**config.mk**
```make
export PLATFORM = sky130hd
export DESIGN_NAME = lzc_normalizer
export DESIGN_NICKNAME = d
export VERILOG_FILES = /design/src/rtl/fp_pkg.sv /design/src/rtl/lzc_tree.sv /design/src/rtl/lzc_normalizer.sv
export SDC_FILE = /design/constraint.sdc
export NUM_CORES = 1
export LEC_CHECK = 0
export CAP_MARGIN = 20
export CORE_MARGIN = 3
export CORE_UTILIZATION = 50
export CTS_BUF_LIST = sky130_fd_sc_hd__clkbuf_4
export CTS_CLUSTER_SIZE = 20
export DETAILED_ROUTE_END_ITERATION = 16
export PLACE_DENSITY = 0.77
export SYNTH_ARGS = -nofsm -noshare
export SYNTH_HDL_FRONTEND = slang
export SYNTH_SLANG_ARGS = --single-unit
```
**constraint.sdc**
```tcl
create_clock -name clk -period 4 [get_ports clk]
set_input_delay 0.8 -clock clk [delete_from_list [all_inputs] [get_ports clk]]
set_output_delay 0.8 -clock clk [all_outputs]
set_load 0.01 [all_outputs]
```
**src/rtl/fp_pkg.sv**
```systemverilog
// rtl/fp_pkg.sv - shared floating-point datapath constants and the clog2 helper
package fp_pkg;

  localparam int FP_MANT_W = 24;

  function automatic int clog2(input int value);
    int r;
    r = 0;
    for (int i = 0; i < 31; i++) begin
      if ((1 << i) < value) r = i + 1;
    end
    return r;
  endfunction

endpackage

```
**src/rtl/lzc_tree.sv**
```systemverilog
// rtl/lzc_tree.sv - combinational leading-zero counter built as a binary priority tree
// Input is padded with ones up to a power of two so an all-zero word counts WIDTH.
module lzc_tree
  import fp_pkg::*;
#(
  parameter  int WIDTH = FP_MANT_W,
  localparam int CNT_W = clog2(WIDTH + 1)
) (
  input  logic [WIDTH-1:0] data,
  output logic [CNT_W-1:0] count
);

  localparam int PAD_W = 1 << CNT_W;

  logic [PAD_W-1:0] padded;

  assign padded = {data, {(PAD_W - WIDTH){1'b1}}};

  // Each level halves the node count in place: the upper child wins if it holds a one,
  // otherwise the lower child's count is offset by the upper child's span.
  always_comb begin : tree
    logic [PAD_W-1:0] v;
    logic [CNT_W-1:0] c [PAD_W];
    v = padded;
    c = '{default: '0};
    for (int l = 0; l < CNT_W; l++) begin
      for (int i = 0; i < (PAD_W >> (l + 1)); i++) begin
        c[i] = v[2*i+1] ? c[2*i+1] : (c[2*i] | CNT_W'(1 << l));
        v[i] = v[2*i+1] | v[2*i];
      end
    end
    count = c[0];
  end

endmodule

```
**src/rtl/lzc_normalizer.sv**
```systemverilog
// rtl/lzc_normalizer.sv - two-stage streaming leading-zero count and left-normalize
// Optional LZC_SKID_EN adds a 2-entry skid buffer so in_ready comes straight from a flop.
module lzc_normalizer
  import fp_pkg::*;
#(
  parameter  int WIDTH = FP_MANT_W,
  parameter  int TAG_W = 8,
  localparam int CNT_W = clog2(WIDTH + 1)
) (
  input  logic             clk,
  input  logic             rst,
  input  logic             in_valid,
  output logic             in_ready,
  input  logic [WIDTH-1:0] in_data,
  input  logic [TAG_W-1:0] in_tag,
  output logic             out_valid,
  input  logic             out_ready,
  output logic [CNT_W-1:0] out_count,
  output logic [WIDTH-1:0] out_data,
  output logic             out_zero,
  output logic [TAG_W-1:0] out_tag
);

  logic             src_valid;
  logic [WIDTH-1:0] src_data;
  logic [TAG_W-1:0] src_tag;

  logic             s1_valid;
  logic [WIDTH-1:0] s1_data;
  logic [TAG_W-1:0] s1_tag;
  logic [CNT_W-1:0] s1_count;

  logic             s1_advance;
  logic             s2_advance;
  logic [CNT_W-1:0] tree_count;

  assign s2_advance = s1_valid && (!out_valid || out_ready);
  assign s1_advance = src_valid && (!s1_valid || s2_advance);

`ifdef LZC_SKID_EN
  logic [WIDTH-1:0] sk_data [2];
  logic [TAG_W-1:0] sk_tag  [2];
  logic [1:0]       sk_cnt;
  logic [1:0]       sk_cnt_nxt;
  logic             in_ready_q;
  logic             in_fire;
  logic             s1_can_load;
  logic             sk_pop;
  logic             sk_push;
  logic             sk_wr_idx;

  assign in_ready    = in_ready_q;
  assign in_fire     = in_valid && in_ready_q;
  assign s1_can_load = !s1_valid || s2_advance;

  // An empty buffer is bypassed so an idle pipe keeps its two-cycle latency.
  assign src_valid = (sk_cnt != 2'd0) || in_fire;
  assign src_data  = (sk_cnt != 2'd0) ? sk_data[0] : in_data;
  assign src_tag   = (sk_cnt != 2'd0) ? sk_tag[0]  : in_tag;

  assign sk_pop     = (sk_cnt != 2'd0) && s1_can_load;
  assign sk_push    = in_fire && !((sk_cnt == 2'd0) && s1_can_load);
  assign sk_cnt_nxt = sk_cnt + {1'b0, sk_push} - {1'b0, sk_pop};
  assign sk_wr_idx  = (sk_cnt == 2'd1) && !sk_pop;

  always_ff @(posedge clk) begin
    if (rst) begin
      sk_cnt     <= 2'd0;
      in_ready_q <= 1'b1;
    end else begin
      sk_cnt     <= sk_cnt_nxt;
      in_ready_q <= (sk_cnt_nxt != 2'd2);
    end
  end

  always_ff @(posedge clk) begin
    if (sk_pop) begin
      sk_data[0] <= sk_data[1];
      sk_tag[0]  <= sk_tag[1];
    end
    if (sk_push) begin
      sk_data[sk_wr_idx] <= in_data;
      sk_tag[sk_wr_idx]  <= in_tag;
    end
  end
`else
  assign src_valid = in_valid;
  assign src_data  = in_data;
  assign src_tag   = in_tag;
  assign in_ready  = !s1_valid || s2_advance;
`endif

  lzc_tree #(.WIDTH(WIDTH)) u_lzc_tree (
    .data  (src_data),
    .count (tree_count)
  );

  always_ff @(posedge clk) begin
    if (rst) begin
      s1_valid <= 1'b0;
      s1_data  <= '0;
      s1_tag   <= '0;
      s1_count <= '0;
    end else if (s1_advance) begin
      s1_valid <= 1'b1;
      s1_data  <= src_data;
      s1_tag   <= src_tag;
      s1_count <= tree_count;
    end else if (s2_advance) begin
      s1_valid <= 1'b0;
    end
  end

  // Shifting by a count of WIDTH clears the word, which is the all-zero result.
  always_ff @(posedge clk) begin
    if (rst) begin
      out_valid <= 1'b0;
      out_count <= '0;
      out_data  <= '0;
      out_zero  <= 1'b0;
      out_tag   <= '0;
    end else if (s2_advance) begin
      out_valid <= 1'b1;
      out_count <= s1_count;
      out_data  <= s1_data << s1_count;
      out_zero  <= (s1_count == CNT_W'(WIDTH));
      out_tag   <= s1_tag;
    end else if (out_ready) begin
      out_valid <= 1'b0;
    end
  end

endmodule

```
=== Word-level counts from Yosys, hierarchy flattened ===
Index checks and enable logic that the tools add are counted.

* Flip-flop bits (word level): 77
* Input bits: 36
* Word-level logic and storage cells: 69

* Equal/unequal tests: 1
* Shift-type cells: 1
* Mux-type cells: 28
* Bitwise gates (word level): 22
* Reductions and logical operators: 8

{| class="wikitable"
|+ Operators by type and width
! cell !! count
|-
| 5-bit 2-to-1 mux || 7
|-
| 24-bit by 5-bit << shifter with 24-bit output || 1
|-
| 1-bit OR || 22
|-
| 1-bit 2-to-1 mux || 16
|-
| 4-bit 2-to-1 mux || 2
|-
| 2-bit 2-to-1 mux || 3
|-
| 5-bit == test, second input constant || 1
|-
| 2-bit nonzero test || 2
|-
| 1-bit logical AND || 2
|-
| 1-bit logical NOT || 2
|-
| 1-bit logical OR || 2
|}

=== Depth between registers and ports, before layout ===
* Depth after elaboration: 6
* Depth in mapped cells: 8
* Depth with buffers taken out: 5

=== By module ===
From an unflattened synthesis, not the netlist that was laid out.

* Cells, all modules: 520
* Area total of the unflattened synthesis: 4194.0 µm²

{| class="wikitable"
|+ Modules (own cells, without submodules)
! module !! times used !! cells each !! area each (µm²) !! seq. area each (µm²)
|-
| lzc_normalizer || 1 || 475 || 3925.0 || 1541.5
|-
| lzc_tree || 1 || 45 || 269.0 || 0.0
|}

=== Worst setup path before layout ===
OpenSTA, ideal clock, no wires.

* Kind: input-to-reg
* From: in out_ready
* To: reg out_data[22]
* Arrival: 1877 ps
* Required time: 3868 ps
* Setup slack: 1991 ps
* Stages: 7
* Cell sequence: nand2b_1 -> and2_1 -> clkbuf_1 -> and3_1 -> clkbuf_1 -> a221oi_2 -> a21oi_1

* Cells in the longest elaborated chain, start to end: 2

{| class="wikitable"
|+ Ends and longest elaborated chain
! what !! RTL line !! source
|-
| start: declaration || lzc_normalizer.sv:17 || <nowiki>input logic out_ready,</nowiki>
|-
| 1-bit logical OR || lzc_normalizer.sv:37 || <nowiki>assign s2_advance = s1_valid && (!out_valid || out_ready);</nowiki>
|-
| 1-bit logical AND || lzc_normalizer.sv:37 ||
|-
| end signal: assignment || lzc_normalizer.sv:125 || <nowiki>out_data <= s1_data << s1_count;</nowiki>
|-
| end: declaration || lzc_normalizer.sv:19 || <nowiki>output logic [WIDTH-1:0] out_data,</nowiki>
|}

No other way between the ends.
A chain may end at the register's enable or synchronous reset.

=== Worst setup path after layout ===
* From: in out_ready
* To: out in_ready

* Cells in the longest elaborated chain, start to end: 3

{| class="wikitable"
|+ Ends and longest elaborated chain
! what !! RTL line !! source
|-
| 1-bit logical OR || lzc_normalizer.sv:37 ||
|-
| 1-bit logical AND || lzc_normalizer.sv:37 ||
|-
| 1-bit logical OR || lzc_normalizer.sv:90 || <nowiki>assign in_ready = !s1_valid || s2_advance;</nowiki>
|-
| end: declaration || lzc_normalizer.sv:13 || <nowiki>output logic in_ready,</nowiki>
|}

No other way between the ends.

==> reports/metrics.csv <==
stage;metric;value;unit
status;outcome;finished, final reports clean;
synthesis;synth-edff-count;0;
placed_design;hpwl;7850;um
clocking;htree_levels;3;
timing;rsz0062_at_grt;false;
layout;fillers;684;
layout;final_util;63.8;%
layout;stdcell_count;664;
clocking;path_clk_slew;0.13;ns
layout;final_nets;593;
critical_path;r2r_end;out_data[19]$_SDFFE_PP0P_;
floorplanning;fp.dieH;96.2;um
drt;drtIter0Drc;391;
global_route;grt_max_degree;50;
critical_path;reg2reg_from;s1_count[1]$_SDFFE_PP0P_;
clocking;hold_buffers;0;
synthesis;ys_types;55;
critical_path;crit_chain;clkdlybuf4s50_1, nand3b_1, clkdlybuf4s50_1;
critical_path;critPathCaptureType;primary output;
flow_run;maxCapViolCount;0;
placed_design;place_congestion;0.919;
synthesis;synth.top_cell.area_share;37.9;%
timing;tns;0;ns
clocking;clkSinkCount;77;
critical_path;cpMostUsedCell;clkdlybuf4s50_1;
critical_path;cp_slowest_cell;clkdlybuf4s50_1;
min_path;min_from;out_data[9]$_SDFFE_PP0P_;
layout;drive_gt1_share;9.07;%
drt;vias;3923;
synthesis;syn-num-nets;536;
floorplanning;start_util;52.1;%
power_and_ir_drop;p_per_area;316;nW/um^2
clocking;worstSkewPairLatency;0.42;ns
timing;hold_viol;0;
floorplanning;design.die.area;9260;um^2
clocking;cts_made_buffers;9;
global_route;antenna_found_initial;0;
timing;max_slew_margin;31.6;%
drt;wire_per_inst;16.1;um
floorplanning;rows;32;
clocking;postCtsSetupBuffers;0;
synthesis;synthFlopType;dfxtp_1;
synthesis;avgSynthCellArea;8.14;um^2
critical_path;worstPathRequired;3.20;ns
clocking;post_cts_resized;0;
synthesis;synthTopCellsByCount;nand2_1, dfxtp_1, a21oi_1;
drt;ant_nets;0;
min_path;hold_path.class;flop to flop;
clocking;cts_max_path_buffers;2;
critical_path;worstSetupStartpointType;input pin;
synthesis;synth_area_leaders;dfxtp_1, nand2_1, a21oi_1;
critical_path;crit_arrival;1.98;ns
min_path;worstHoldEndpoint;out_data[9]$_SDFFE_PP0P_;
placed_design;numPlacedInstances;647;
synthesis;synth-seq-area-share;37.9;%
timing;fmax;359;MHz
drt;viasPerCell;5.91;
critical_path;r2r_slack;1.40;ns
clocking;cts_tree;yes;
drt;drt-total-wl;10700;um
synthesis;syn_inst;500;
timing;setup_viol;0;
layout;num_antenna_cells;0;
synthesis;yosys.area.top_type;dfxtp_1;
timing;clock_skew;0.0131;ns
synthesis;synth_most_common_cell;nand2_1;
power_and_ir_drop;p_leak;1.68;nW
layout;area_growth_syn_to_layout;22.4;%
synthesis;ys_ff_latch;77;
floorplanning;io_pins;76;
global_route;overflow;0;
global_route;grt_pass1_vias;3502;
critical_path;critPathKind;input pin to primary output;
placed_design;numPortBuffers;75;
critical_path;rr_worst_depth;6;
synthesis;yosys_warnings;0;
timing;worst_pin_slew;1.02;ns
timing;fin_crit;2.78;ns
drt;firstDrtPassIters;6;
critical_path;crit_path_max_fanout;4;
critical_path;critPathMaxStageDelay;0.56;ns
floorplanning;core_area;7810;um^2
synthesis;syn_area;4070;um^2
clocking;clock-root-buffer;clkbuf_4;
power_and_ir_drop;ir_drop;0.219;mV
min_path;holdPathStages;2;
drt;drc;0;
synthesis;synthArstFlopShare;0;%
global_route;grt_pass1_wl;17000;um
timing;finalCritPeriodShare;69.6;%
global_route;grt_usage;23.4;%
timing;drv_slew;0;
floorplanning;die_x;96.2;um
==> cell type report <==
cell class	count	area (um^2)	share of cell area, %
Tap cell	102	128	2.56
Inverter	6	22.5	0.452
Timing Repair Buffer	85	841	16.9
Clock buffer	10	75.1	1.51
Clock inverter	6	61.3	1.23
Sequential cell	77	1540	31.0
Multi-Input combinational cell	378	2310	46.4
==> critical path, delay by kind of cell <==
kind                   cells  cell delay [ns]
buffers and inverters      2             1.03
AND/OR/NAND/NOR            1             0.16
==> worst max path at each step <==
stage | from | endpoint | depth (start not counted)
3_3_place_gp | out_ready | in_ready | 3
4_1_cts | out_ready | in_ready | 3
3_5_place_dp | out_ready | in_ready | 3
2_1_floorplan | out_ready | out_data[22]$_SDFFE_PP0P_ | 7
6_report | out_ready | in_ready | 3
5_1_grt | out_ready | in_ready | 3
==> cell families (layout without fill, tap and decap cells) <==
logic type / count (synthesis) / after routing / synth area share, %
DFF: 77 / 77 / 37.9
muxes: 45 / 45 / 15.0
buffers and inverters: 45 / 107 / 5.35
AOI/OAI and AO/OA: 131 / 131 / 20.0
and+or+nand+nor: 202 / 202 / 21.8
==> per-layer routing <==
| metal | GRT usage [%] | vias to the layer above | share of wire [%] |
|---|---|---|---|
| met5 | 0 | - | 0 |
| met1 | 32.6 | 1841 | 45 |
| met3 | 3.91 | 23 | 7.0 |
| li1 | - | 1897 | - |
| met4 | 8.65 | 0 | 2.0 |
| met2 | 36.1 | 162 | 46 |
==> per-stage QoR <==
stage               setup slack [ns]  total power [mW]  hold slack, ns  cell area [um^2]
CTS                             1.22              1.57           0.447              4950
detailed placement              1.23              1.11           0.430              4810
global route                    1.16              1.64           0.480              4980
global placement                1.24              1.11           0.427              4810
finish                          1.22              1.57           0.444              4980
floorplan                       1.99              1.00           0.432              4070
==> registers in the layout, summed over array words and instances (netlist names) <==
name	cells
out_zero	1
out_count	5
out_tag	8
out_valid	1
s1_count	5
s1_tag	8
s1_valid	1
s1_data	24
out_data	24
==> power breakdown <==
group | leakage (nW) | switching [mW] | internal [mW] | total [mW]
Sequential | 0.628 | 0.0305 | 0.798 | 0.829
Combinational | 0.973 | 0.147 | 0.127 | 0.273
Clock | 0.0782 | 0.272 | 0.197 | 0.469
Total | 1.68 | 0.449 | 1.12 | 1.57
==> cell usage in the layout (no fill, tap or decap), drive strengths merged, types with 5 or more instances in the layout <==
cell and count:
nor2b 9, a22oi 14, inv 6, mux4 11
a21oi 63, nor2 31, o21ai 17, nand3 7
clkbuf 10, mux2 10, dfxtp 77, clkdlybuf4s50 74
buf 11, nand2 119, nor3 8, nor4 5
clkinv 5, mux2i 24
Power figures use the tool's default switching activity.
